### src/rtl/cache_req_ctrl_pkg.sv
// Shared constants for the L1 request controller: line states, bus commands,
// physical address field positions and the controller FSM encoding.
package cache_req_ctrl_pkg;

  typedef enum logic [1:0] {
    LineInvalid     = 2'd0,
    LineSharedClean = 2'd1,
    LineOwnedClean  = 2'd2,
    LineOwnedDirty  = 2'd3
  } line_state_e;

  typedef enum logic [1:0] {
    BusReadShared = 2'd0,
    BusReadOwn    = 2'd1,
    BusWriteback  = 2'd2
  } bus_cmd_e;

  // Physical address split; bits above TagMsb carry no tag information.
  localparam int unsigned OffsetLsb = 0;
  localparam int unsigned OffsetMsb = 1;
  localparam int unsigned IndexLsb  = 2;
  localparam int unsigned IndexMsb  = 11;
  localparam int unsigned TagLsb    = 12;
  localparam int unsigned TagMsb    = 29;

  typedef enum logic [2:0] {
    StIdle,
    StLookup,
    StWbReq,
    StWbWait,
    StFillReq,
    StFillWait,
    StUpdate,
    StResp
  } state_e;

endpackage

### src/rtl/cache_perf_cnt.sv
// Saturating event counter: increments on inc and sticks at all-ones.
module cache_perf_cnt #(
  parameter int unsigned WIDTH = 16
) (
  input  logic             clk,
  input  logic             rst,
  input  logic             inc,
  output logic [WIDTH-1:0] count
);

  logic [WIDTH-1:0] count_q;

  always_ff @(posedge clk) begin
    if (rst) begin
      count_q <= '0;
    end else if (inc && (count_q != '1)) begin
      count_q <= count_q + WIDTH'(1);
    end
  end

  assign count = count_q;

endmodule

### src/rtl/cache_req_ctrl.sv
// L1 request controller: looks up the tag table, issues writeback/fill bus
// transactions on a miss or upgrade, updates the line and signals completion.
module cache_req_ctrl
  import cache_req_ctrl_pkg::*;
#(
  parameter int unsigned ENTRY_WIDTH    = 10,
  parameter int unsigned ADDR_TAG_WIDTH = 18,
  parameter int unsigned ADDR_P_WIDTH   = 32,
  parameter int unsigned FLAG_WIDTH     = 2,
  parameter int unsigned CNT_WIDTH      = 16
) (
  input  logic                      clk,
  input  logic                      rst,
  input  logic                      req_valid,
  output logic                      req_ready,
  input  logic                      req_we,
  input  logic [ADDR_P_WIDTH-1:0]   req_addr,
  output logic                      resp_valid,
  output logic                      resp_hit,
  output logic [ENTRY_WIDTH-1:0]    tt_index,
  input  logic                      tt_valid,
  input  logic [FLAG_WIDTH-1:0]     tt_flag,
  input  logic [ADDR_TAG_WIDTH-1:0] tt_addr_tag,
  output logic                      tt_we_flag,
  output logic                      tt_we_addr,
  output logic [FLAG_WIDTH-1:0]     tt_new_flag,
  output logic [ADDR_TAG_WIDTH-1:0] tt_new_addr_tag,
  output logic [ADDR_P_WIDTH-1:0]   tt_new_addr_p,
  output logic                      bus_req,
  output logic [1:0]                bus_cmd,
  output logic [ADDR_P_WIDTH-1:0]   bus_addr,
  input  logic                      bus_gnt,
  input  logic                      bus_done,
  output logic [CNT_WIDTH-1:0]      hit_cnt,
  output logic [CNT_WIDTH-1:0]      miss_cnt
);

  state_e                    state_q, state_d;
  logic                      we_q, we_d;
  logic [ADDR_P_WIDTH-1:0]   addr_q, addr_d;
  logic [ADDR_TAG_WIDTH-1:0] victim_tag_q, victim_tag_d;
  bus_cmd_e                  fill_cmd_q, fill_cmd_d;
  logic                      wr_hit_own_q, wr_hit_own_d;
  logic                      bus_used_q, bus_used_d;

  logic                      lookup_hit;
  logic                      line_owned;
  logic                      victim_dirty;
  logic [ADDR_P_WIDTH-1:0]   wb_addr;
  logic                      hit_inc;
  logic                      miss_inc;

  always_ff @(posedge clk) begin
    if (rst) begin
      state_q      <= StIdle;
      we_q         <= 1'b0;
      addr_q       <= '0;
      victim_tag_q <= '0;
      fill_cmd_q   <= BusReadShared;
      wr_hit_own_q <= 1'b0;
      bus_used_q   <= 1'b0;
    end else begin
      state_q      <= state_d;
      we_q         <= we_d;
      addr_q       <= addr_d;
      victim_tag_q <= victim_tag_d;
      fill_cmd_q   <= fill_cmd_d;
      wr_hit_own_q <= wr_hit_own_d;
      bus_used_q   <= bus_used_d;
    end
  end

  assign lookup_hit   = tt_valid && (tt_addr_tag == addr_q[TagMsb:TagLsb]);
  assign line_owned   = (tt_flag == FLAG_WIDTH'(LineOwnedClean)) ||
                        (tt_flag == FLAG_WIDTH'(LineOwnedDirty));
  assign victim_dirty = tt_valid && (tt_flag == FLAG_WIDTH'(LineOwnedDirty));

  always_comb begin
    state_d      = state_q;
    we_d         = we_q;
    addr_d       = addr_q;
    victim_tag_d = victim_tag_q;
    fill_cmd_d   = fill_cmd_q;
    wr_hit_own_d = wr_hit_own_q;
    bus_used_d   = bus_used_q;

    case (state_q)
      StIdle: begin
        if (req_valid) begin
          we_d                        = req_we;
          // Offset bits are dropped at capture so addr_q is always line aligned.
          addr_d                      = req_addr;
          addr_d[OffsetMsb:OffsetLsb] = '0;
          wr_hit_own_d                = 1'b0;
          bus_used_d                  = 1'b0;
          state_d                     = StLookup;
        end
      end
      StLookup: begin
        victim_tag_d = tt_addr_tag;
        fill_cmd_d   = we_q ? BusReadOwn : BusReadShared;
        if (lookup_hit && !we_q) begin
          state_d = StResp;
        end else if (lookup_hit && line_owned) begin
          wr_hit_own_d = 1'b1;
          state_d      = StUpdate;
        end else if (!lookup_hit && victim_dirty) begin
          bus_used_d = 1'b1;
          state_d    = StWbReq;
        end else begin
          // Plain miss, or write hit on a shared line needing ownership.
          bus_used_d = 1'b1;
          state_d    = StFillReq;
        end
      end
      StWbReq:    if (bus_gnt)  state_d = StWbWait;
      StWbWait:   if (bus_done) state_d = StFillReq;
      StFillReq:  if (bus_gnt)  state_d = StFillWait;
      StFillWait: if (bus_done) state_d = StUpdate;
      StUpdate:   state_d = StResp;
      StResp:     state_d = StIdle;
      default:    state_d = StIdle;
    endcase
  end

  always_comb begin
    wb_addr                    = '0;
    wb_addr[TagMsb:TagLsb]     = victim_tag_q;
    wb_addr[IndexMsb:IndexLsb] = addr_q[IndexMsb:IndexLsb];
  end

  assign tt_index = addr_q[IndexMsb:IndexLsb];

  // Every output decodes from registered state only; no bus input feeds bus_req.
  always_comb begin
    req_ready       = 1'b0;
    resp_valid      = 1'b0;
    resp_hit        = 1'b0;
    bus_req         = 1'b0;
    bus_cmd         = 2'b00;
    bus_addr        = '0;
    tt_we_flag      = 1'b0;
    tt_we_addr      = 1'b0;
    tt_new_flag     = '0;
    tt_new_addr_tag = '0;
    tt_new_addr_p   = '0;

    case (state_q)
      StIdle: req_ready = 1'b1;
      StWbReq: begin
        bus_req  = 1'b1;
        bus_cmd  = BusWriteback;
        bus_addr = wb_addr;
      end
      StFillReq: begin
        bus_req  = 1'b1;
        bus_cmd  = fill_cmd_q;
        bus_addr = addr_q;
      end
      StUpdate: begin
        tt_we_flag      = 1'b1;
        tt_we_addr      = !wr_hit_own_q;
        tt_new_flag     = we_q ? FLAG_WIDTH'(LineOwnedDirty) : FLAG_WIDTH'(LineSharedClean);
        tt_new_addr_tag = addr_q[TagMsb:TagLsb];
        tt_new_addr_p   = addr_q;
      end
      StResp: begin
        resp_valid = 1'b1;
        resp_hit   = !bus_used_q;
      end
      default: ;
    endcase
  end

  assign hit_inc  = (state_q == StResp) && !bus_used_q;
  assign miss_inc = (state_q == StResp) && bus_used_q;

  cache_perf_cnt #(
    .WIDTH (CNT_WIDTH)
  ) u_hit_cnt (
    .clk   (clk),
    .rst   (rst),
    .inc   (hit_inc),
    .count (hit_cnt)
  );

  cache_perf_cnt #(
    .WIDTH (CNT_WIDTH)
  ) u_miss_cnt (
    .clk   (clk),
    .rst   (rst),
    .inc   (miss_inc),
    .count (miss_cnt)
  );

endmodule

### config.mk
export PLATFORM = sky130hd
export DESIGN_NAME = cache_req_ctrl
export DESIGN_NICKNAME = d
export VERILOG_FILES = /design/src/rtl/cache_req_ctrl_pkg.sv /design/src/rtl/cache_perf_cnt.sv /design/src/rtl/cache_req_ctrl.sv
export SDC_FILE = /design/constraint.sdc
export NUM_CORES = 1
export LEC_CHECK = 0
export ABC_AREA = 1
export BUFFER_PORTS_ARGS = -buffer_cell sky130_fd_sc_hd__buf_2
export CAP_MARGIN = 20
export CORE_UTILIZATION = 49
export CTS_CLUSTER_SIZE = 8
export DETAILED_ROUTE_END_ITERATION = 12
export GPL_ROUTABILITY_DRIVEN = 0
export PLACE_DENSITY = 0.81
export SLEW_MARGIN = 15
export SYNTH_ARGS = -nofsm -noshare
export SYNTH_HDL_FRONTEND = slang
export SYNTH_HIERARCHICAL = 1
export SYNTH_SLANG_ARGS = --single-unit
### constraint.sdc
create_clock -name clk -period 2.15 [get_ports clk]
set_input_delay 0.1075 -clock clk [delete_from_list [all_inputs] [get_ports clk]]
set_output_delay 0.1075 -clock clk [all_outputs]
set_load 0.01 [all_outputs]
### Word level (Yosys, flattened, before mapping)

Cells that the tools add are included.

* register bits: 88
* latch bits: 0
* RAM bits: 0
* bits in read-only memories: 0
* bits of input ports: 59
* memories kept: 0

* $add $sub $neg: 2
* $mul: 0
* divide/modulo/power cells: 0
* magnitude comparators: 0
* equality and inequality tests: 20
* shifts and indexed selects: 0
* multiplexer cells: 29
* bitwise gates (word level): 0
* reduce and logical (&&, ||, !) cells: 21

Operators with widths (count)
* $pmux 32 s2: 1
* $add 16x1->16 const B: 2
* $mux 32: 1
* $ne 16x16->1 const B: 2
* $mux 3: 8
* $pmux 3 s8: 1
* $eq 18x18->1: 1
* $mux 18: 1
* $ne 2x2->1 const B: 8
* $eq 3x3->1 const B: 4
* $mux 1: 12
* $logic_and 1x1->1: 9
* $reduce_and 4->1: 2
* $eq 3x2->1 const B: 2
* $reduce_and 5->1: 1
* $eq 2x2->1 const B: 2
* $logic_not 1->1: 4
* $mux 2: 2
* $pmux 1 s2: 2
* $pmux 2 s2: 1
* $eq 3x1->1 const B: 1
* $logic_not 3->1: 1
* $reduce_and 2->1: 1
* $reduce_bool 2->1: 1
* 2 further kinds: 2

### Logic depth before layout (Yosys ltp)

Gate-level depths: netlist of run 1.

* depth in word-level cells: 8
* gate-level depth with buffers: 12

### By module

The synthesis of run 1 kept the hierarchy.

Modules (own cells, without submodules)
* cache_req_ctrl: times used 1, cells each 467, area each 3014.1 um^2, seq. area each 1101.1 um^2
* cache_perf_cnt: times used 2, cells each 149, area each 929.6 um^2, seq. area each 320.3 um^2

### Worst setup path after synthesis of run 1

OpenSTA, ideal clock, no wires.

* kind: register to register
* start: register state_q[2]
* end: register u_hit_cnt.count_q[13] (netlist: u_hit_cnt/count[13])
* arrival: 1.757 ns
* setup slack: 0.278 ns
* stages on the path, launching flop included: 12
* path buffers: 1
* cell sequence: dfxtp_1 inv_2 nor2_1 inv_1 nor2_1 buf_2 nand3_1 or2_0 nor2_1 nand3_1 nand2_1 nor2_1

* cells in the longest elaborated chain, start to end: 3

RTL lines
* from (decl): RTL line cache_req_ctrl.sv:38 `state_e state_q, state_d;`
* from (signal assigned): RTL line cache_req_ctrl.sv:55 `state_q <= StIdle;`
* from (signal assigned): RTL line cache_req_ctrl.sv:63 `state_q <= state_d;`
* $eq 3x3->1: RTL line cache_req_ctrl.sv:175 `assign hit_inc = (state_q == StResp) && !bus_used_q;`
* $logic_and 1x1->1: RTL line cache_req_ctrl.sv:175
* $logic_and 1x1->1: RTL line cache_perf_cnt.sv:16 `end else if (inc && (count_q != '1)) begin`
* to (signal assigned): RTL line cache_perf_cnt.sv:17 `count_q <= count_q + WIDTH'(1);`
* to (decl): RTL line cache_perf_cnt.sv:11 `logic [WIDTH-1:0] count_q;`

No other way between the ends.
A chain may end at the register's enable or synchronous reset.

### Worst setup path in the final report of run 1

* start: register state_q[2]
* end: output port tt_new_addr_p[14]

* cells in the longest elaborated chain, start to end: 2

RTL lines
* $eq 3x3->1: RTL line cache_req_ctrl.sv:148 `case (state_q)`
* $mux 32: RTL line cache_req_ctrl.sv:148
* to (decl): RTL line cache_req_ctrl.sv:28 `output logic [ADDR_P_WIDTH-1:0] tt_new_addr_p,`

No other way between the ends.

==> results of run 1 <==
layout by cell type, fill, tap and decap left out, drive strengths merged, types with 9 or more instances in the layout:
| cell | synthesis | final |
|---|---|---|
| inv | 81 | 81 |
| a21oi | 64 | 64 |
| nor2 | 178 | 178 |
| nand2 | 171 | 171 |
| nand3 | 30 | 30 |
| o21ai | 71 | 71 |
| buf | 44 | 198 |
| clkbuf | 14 | 12 |
| nand4 | 9 | 9 |
| dfxtp | 87 | 87 |
repair_timing:
item	CTS	global route
resized for setup	1	1
hold buffers	1	0
setup endpoints to repair	4	21
hold endpoints to repair	1	0
cloned	0	0
flip-flops by register name, summed over array words and instances, names as in the netlist:
signal,cells
addr_q,30
victim_tag_q,18
u_hit_cnt/count,16
u_miss_cnt/count,16
state_q,3
bus_used_q,1
fill_cmd_q,1
we_q,1
wr_hit_own_q,1
metal layers:
layer	vias to the layer above	part of all wire (%)
li1	2671	-
met1	2242	43
met2	147	48
met3	22	7.1
met4	0	1.9
met5	-	0
worst min-delay path by stage:
stage / start / endpoint / slack (ns) / cells past startpoint
2_1_floorplan: rst / state_q[0]$_SDFFE_PP0P_ / 0.18 / 1
3_3_place_gp: rst / state_q[0]$_SDFFE_PP0P_ / 0.35 / 2
3_5_place_dp: rst / state_q[0]$_SDFFE_PP0P_ / 0.36 / 2
4_1_cts: tt_addr_tag[8] / victim_tag_q[8]$_SDFFE_PP0P_ / 0.008 / 3
5_1_grt: tt_addr_tag[17] / victim_tag_q[17]$_SDFFE_PP0P_ / 0.02 / 3
6_report: tt_addr_tag[8] / victim_tag_q[8]$_SDFFE_PP0P_ / 0.02 / 3
final cells by class:
class	instances	area (µm²)	share of cell area (%)
diodes	2	5.00	0.0846
clock buffers	12	145	2.45
clock inverters	3	43.8	0.740
inverters	82	308	5.20
multi-input cells	541	2480	41.9
flip-flops and latches	87	1740	29.4
well taps	133	166	2.81
repair buffers	199	1030	17.4
cells by family (layout without fill, tap and decap cells):
group	count (synthesis)	after routing	share of synthesized area, %
flops	87	87	35.7
compound gates	136	136	14.1
simple gates	395	395	35.1
xor+xnor	4	4	0.719
buf+inv	140	296	13.8
fa+ha+maj	2	2	0.513
other cells	1	6	0.0769
where the power goes:
part | leakage (µW) | internal, µW | total, µW | switching, µW
sequential | 0.000712 | 1920 | 2070 | 157
clock | 0.0000964 | 565 | 1130 | 563
combinational | 0.00215 | 507 | 1480 | 972
per-stage QoR:
stage          setup WS [ns]  cell area, µm²
3_5_place_dp           0.296            5710
5_1_grt               0.0437            5920
6_report               0.175            5920
2_1_floorplan          0.278            4880
3_3_place_gp           0.342            5710
4_1_cts               0.0320            5910
critical path, delay by kind of cell, from the launching register on:
family	cells	cell delay (ns)
buf+inv	4	0.66
flops	1	0.45
simple gates	2	0.42
synth_stat cells, drive strengths merged (2+ instances only):
cell type	number	area share, %
nand2	171	14
xnor2	3	0.54
o21ai	71	7.3
clkbuf	14	1.2
buf	44	6.2
inv	81	6.2
nand4	9	1.2
or2	4	0.56
ha	2	0.51
nand3	30	3.3
dfxtp	87	36
a21oi	64	6.6
nor3	3	0.31
nor2	178	16
==> impl_metrics.env, run 1 <==
export IMPL_status="finished clean"
export IMPL_cts_buffers_inserted=9
export IMPL_drtAntennaViolNets=0
export IMPL_p_per_area_nw_per_um2=791
export IMPL_dp_cells=1041
export IMPL_r2r_start="state_q[2]$_SDFFE_PP0P_"
export IMPL_r2r_slack_ns=0.28
export IMPL_dp_hpwl_um=9240
export IMPL_antenna_found_initial=2
export IMPL_r2r_end="u_hit_cnt/count[13]$_SDFFE_PP0P_"
export IMPL_cp_common_cell="inv_2"
export IMPL_setup_viol=0
export IMPL_worstSetupEndpointType="output pin"
export IMPL_die_h_um=102
export IMPL_layout_drive_gt1_share_pct=28.0
export IMPL_whs_ns=0.0178
export IMPL_syn_to_final_growth_pct=21.4
export IMPL_yosys_warnings=6
export IMPL_synth_distinct_cells=29
export IMPL_ys_seq_elements=87
export IMPL_finalPower_uw=4680
export IMPL_cp_startpoint="state_q[2]$_SDFFE_PP0P_"
export IMPL_finalHoldViolCount=0
export IMPL_synth_area_um2=4870
export IMPL_hold_path_class="in2reg"
export IMPL_cp_start_kind="register"
export IMPL_grt_busiest_layer="met2"
export IMPL_row_count=36
export IMPL_fin_crit_ns=1.97
export IMPL_reg2reg_depth=10
export IMPL_cts_tree="done"
export IMPL_grt_pass1_wl_um=19300
export IMPL_arrival_ns=1.87
export IMPL_gr_usage_all_layers_pct=23.4
export IMPL_tns_ns=0
export IMPL_drc=0
export IMPL_use_met1_pct=27.7
export IMPL_die_w_um=102
export IMPL_die_area_um2=10300
export IMPL_synth_ff_type="dfxtp_1"
export IMPL_slowest_delay_ns=0.45
export IMPL_cts_sinks=87
export IMPL_drt_iter0_drc=153
export IMPL_via_count=5082
export IMPL_synth_edf_count=0
export IMPL_syn_avg_cell_area_um2=6.37
export IMPL_num_nets_final=981
export IMPL_cts_path_max_buffers=2
export IMPL_htreeDepth=3
export IMPL_max_cap_violations=0
export IMPL_cp_cell_sequence="inv_2 > nor3_2 > inv_2 > buf_4 > nor2_1 > buf_2"
export IMPL_fill_cells=1002
export IMPL_cts_root_buf="clkbuf_8"
export IMPL_wirelength_um=12300
export IMPL_synthArstFlopShare_pct=0
export IMPL_core_um2=9680
export IMPL_critPathRequiredTime_ns=2.04
export IMPL_ys_seq_area_share_pct=35.7
export IMPL_rsz0062_at_grt="no"
export IMPL_clkTransAtPathRegs_ns=0.09
export IMPL_io_pins=193
export IMPL_worstMarginPinSlew_ns=0.519
export IMPL_drt_pass1_iter_count=5
export IMPL_criticalPathCategory="reg2out"
export IMPL_irDropWorstVdd_mv=0.486
export IMPL_final_period_utilization_pct=91.9
export IMPL_use_met3_pct=5.94
export IMPL_finalNonFillerCells=1059
export IMPL_grt_pass1_vias=4321
export IMPL_start_util_pct=50.3
export IMPL_clk_latency_ns=0.34
export IMPL_critPathMaxFanout=15
export IMPL_fmax_ghz=0.506
export IMPL_cts_setup_buffers=0
export IMPL_slew_headroom_pct=65.4
export IMPL_port_buffers=186
export IMPL_grt_ovfl_total=0
export IMPL_viasPerCell=4.80
export IMPL_fin_util_pct=61.1
export IMPL_finalMaxSlewViolations=0
export IMPL_p_leak_uw=0.00296
export IMPL_endpoint="tt_new_addr_p[14]"
export IMPL_skew_ns=0.0114
export IMPL_grt_max_degree=54
export IMPL_crit_slowest_cell="dfxtp_1"
export IMPL_grt_use_met2_pct=40.4
export IMPL_synthCells=765
export IMPL_wire_per_inst_um=11.6
Note: power is estimated with default switching activity, not from simulation.
==> inputs of run 2 (changes only) <==
REMOVE_ABC_BUFFERS = 1   (was default)
==> run 2 against run 1 <==
Clock-buffer cell count fell by 2; fmax is 4.9% higher; largest cell class unchanged; first-iteration DRC count fell by 17%; setup slack improved by 0.093 ns; sequential share of layout area down 0.44 points; clock skew grew 0.0037 ns; register-to-register slack improved by 0.04 ns; sequential power hardly changed; cell count is 0.47% higher; global-route usage is 0.27 points higher; die area unchanged.
==> impl_metrics.env, run 2 (synthesis gave the netlist of run 1 again) <==
export IMPL_max_cap_violations=0
export IMPL_grt_max_degree=37
export IMPL_wire_per_inst_um=11.6
export IMPL_grt_pass1_vias=4263
export IMPL_via_count=5100
export IMPL_setup_viol=0
export IMPL_die_h_um=102
export IMPL_cts_sinks=87
export IMPL_antennaDiodeCount=0
export IMPL_cts_buffers_inserted=9
export IMPL_die_w_um=102
export IMPL_core_um2=9680
export IMPL_arrival_ns=1.77
export IMPL_cts_setup_buffers=0
export IMPL_p_per_area_nw_per_um2=788
export IMPL_skew_ns=0.0151
export IMPL_irDropWorstVdd_mv=0.400
export IMPL_worstSetupEndpointType="output pin"
export IMPL_largest_register="addr_q"
export IMPL_drt_iter0_drc=127
export IMPL_layout_drive_gt1_share_pct=27.8
export IMPL_slowest_delay_ns=0.45
export IMPL_critPathMaxFanout=19
export IMPL_critPathBufInv=4
export IMPL_num_nets_final=987
export IMPL_reg_top3="addr_q: 30 flops, victim_tag_q: 18 flops"
export IMPL_drtAntennaViolNets=0
export IMPL_tns_ns=0
export IMPL_clk_latency_ns=0.36
export IMPL_io_pins=193
export IMPL_grt_pass1_wl_um=19400
export IMPL_viasPerCell=4.79
export IMPL_htreeDepth=3
export IMPL_cp_start_kind="register"
export IMPL_dp_hpwl_um=9130
export IMPL_gr_usage_all_layers_pct=23.6
export IMPL_port_buffers=186
export IMPL_finalMaxSlewViolations=0
export IMPL_start_util_pct=50.3
export IMPL_die_area_um2=10300
export IMPL_largest_register_ffs=30
export IMPL_dp_cells=1039
export IMPL_hold_path_class="in2reg"
export IMPL_fmax_ghz=0.531
export IMPL_cts_root_buf="clkbuf_8"
export IMPL_criticalPathCategory="reg2out"
export IMPL_rsz0062_at_grt="no"
export IMPL_critPathRequiredTime_ns=2.04
export IMPL_cts_tree="done"
export IMPL_p_leak_uw=0.00299
export IMPL_status="finished clean"
export IMPL_drc=0
export IMPL_antenna_found_initial=0
export IMPL_finalHoldViolCount=0
export IMPL_crit_slowest_cell="dfxtp_1"
export IMPL_fin_crit_ns=1.88
export IMPL_setup_slack_ns=0.268
export IMPL_cts_path_max_buffers=2
export IMPL_slew_headroom_pct=62.7
export IMPL_finalNonFillerCells=1064
export IMPL_drt_pass1_iter_count=4
export IMPL_syn_to_final_growth_pct=23.3
export IMPL_row_count=36
export IMPL_grt_ovfl_total=0
export IMPL_layout_cells_most_common="buf_2"
export IMPL_clkTransAtPathRegs_ns=0.10
export IMPL_final_period_utilization_pct=87.5
export IMPL_path_delay_family="buffers and inverters"
export IMPL_place_ws_ns=0.358
export IMPL_worstMarginPinSlew_ns=0.559
export IMPL_wirelength_um=12400
export IMPL_layout_common_cells="buf_2, nand2_1, nor2_1"
export IMPL_cp_cell_sequence="inv_2 > nor3_2 > inv_1 > buf_4 > nor2_1 > buf_2"
==> run 2: cell types whose count changed in the layout (fill, tap and decap cells not counted), moves of 2 or more <==
cell	previous run	this run
dlygate4sd3_1	1	9
buf_4	12	9
clkbuf_1	2	0
diode_2	2	0
==> run 2: worst paths after layout <==
| check | from | end | slack, ns | cells past startpoint |
|---|---|---|---|---|
| setup / recovery | state_q[2]$_SDFFE_PP0P_ | tt_new_addr_p[18] | 0.27 | 6 |
| setup reg to reg | state_q[2]$_SDFFE_PP0P_ | u_hit_cnt/count[13]$_SDFFE_PP0P_ | 0.32 | 11 |
| hold reg to reg | wr_hit_own_q$_SDFFE_PP0P_ | wr_hit_own_q$_SDFFE_PP0P_ | 0.46 | 2 |
| hold / removal | tt_addr_tag[3] | victim_tag_q[3]$_SDFFE_PP0P_ | 0.01 | 3 |
==> run 2: power by group <==
part           switching, µW  internal (µW)  leakage, µW  total (µW)
combinational            959            504      0.00218        1460
clock                    619            576     0.000103        1190
sequential               158           1920     0.000712        2070
total                   1740           3000      0.00299        4730
==> run 2: tightest hold or removal path: cells and delay by family <==
| family | cells | cell delay (ns) |
|---|---|---|
| buffers and inverters | 2 | 0.17 |
| AOI/OAI and AO/OA | 1 | 0.06 |
==> run 2: repair_timing <==
item,CTS,global route
resized for setup,0,1
setup endpoints to repair,0,5
hold buffers,9,0
hold endpoints to repair,9,0
==> run 2: metal layers <==
layer	wire length (µm)	global-route usage (%)	up-vias
li1	-	-	2680
met2	6140	41.6	134
met1	5340	28.3	2274
met3	766	6.21	12
met5	0	0	-
met4	144	6.58	0
==> run 2: through the flow <==
step	cell area (µm²)	power [µW]	util [%]	hold WS, ns
finish	6010	4730	62.0	0.0113
global route	6010	5060	62.0	0.00195
CTS	6000	4750	62.0	0.000294
detailed placement	5710	3550	58.9	0.351
global placement	5710	3520	58.9	0.351
floorplan	4520	3050	-	0.180
==> run 2: layout make-up <==
| class | count | area (µm²) |
|---|---|---|
| inverters | 82 | 308 |
| fillers | 963 | 3680 |
| clock inverters | 6 | 68.8 |
| clock buffers | 10 | 138 |
| repair buffers | 205 | 1110 |
| multi-input cells | 541 | 2480 |
| well taps | 133 | 166 |
| flip-flops and latches | 87 | 1740 |
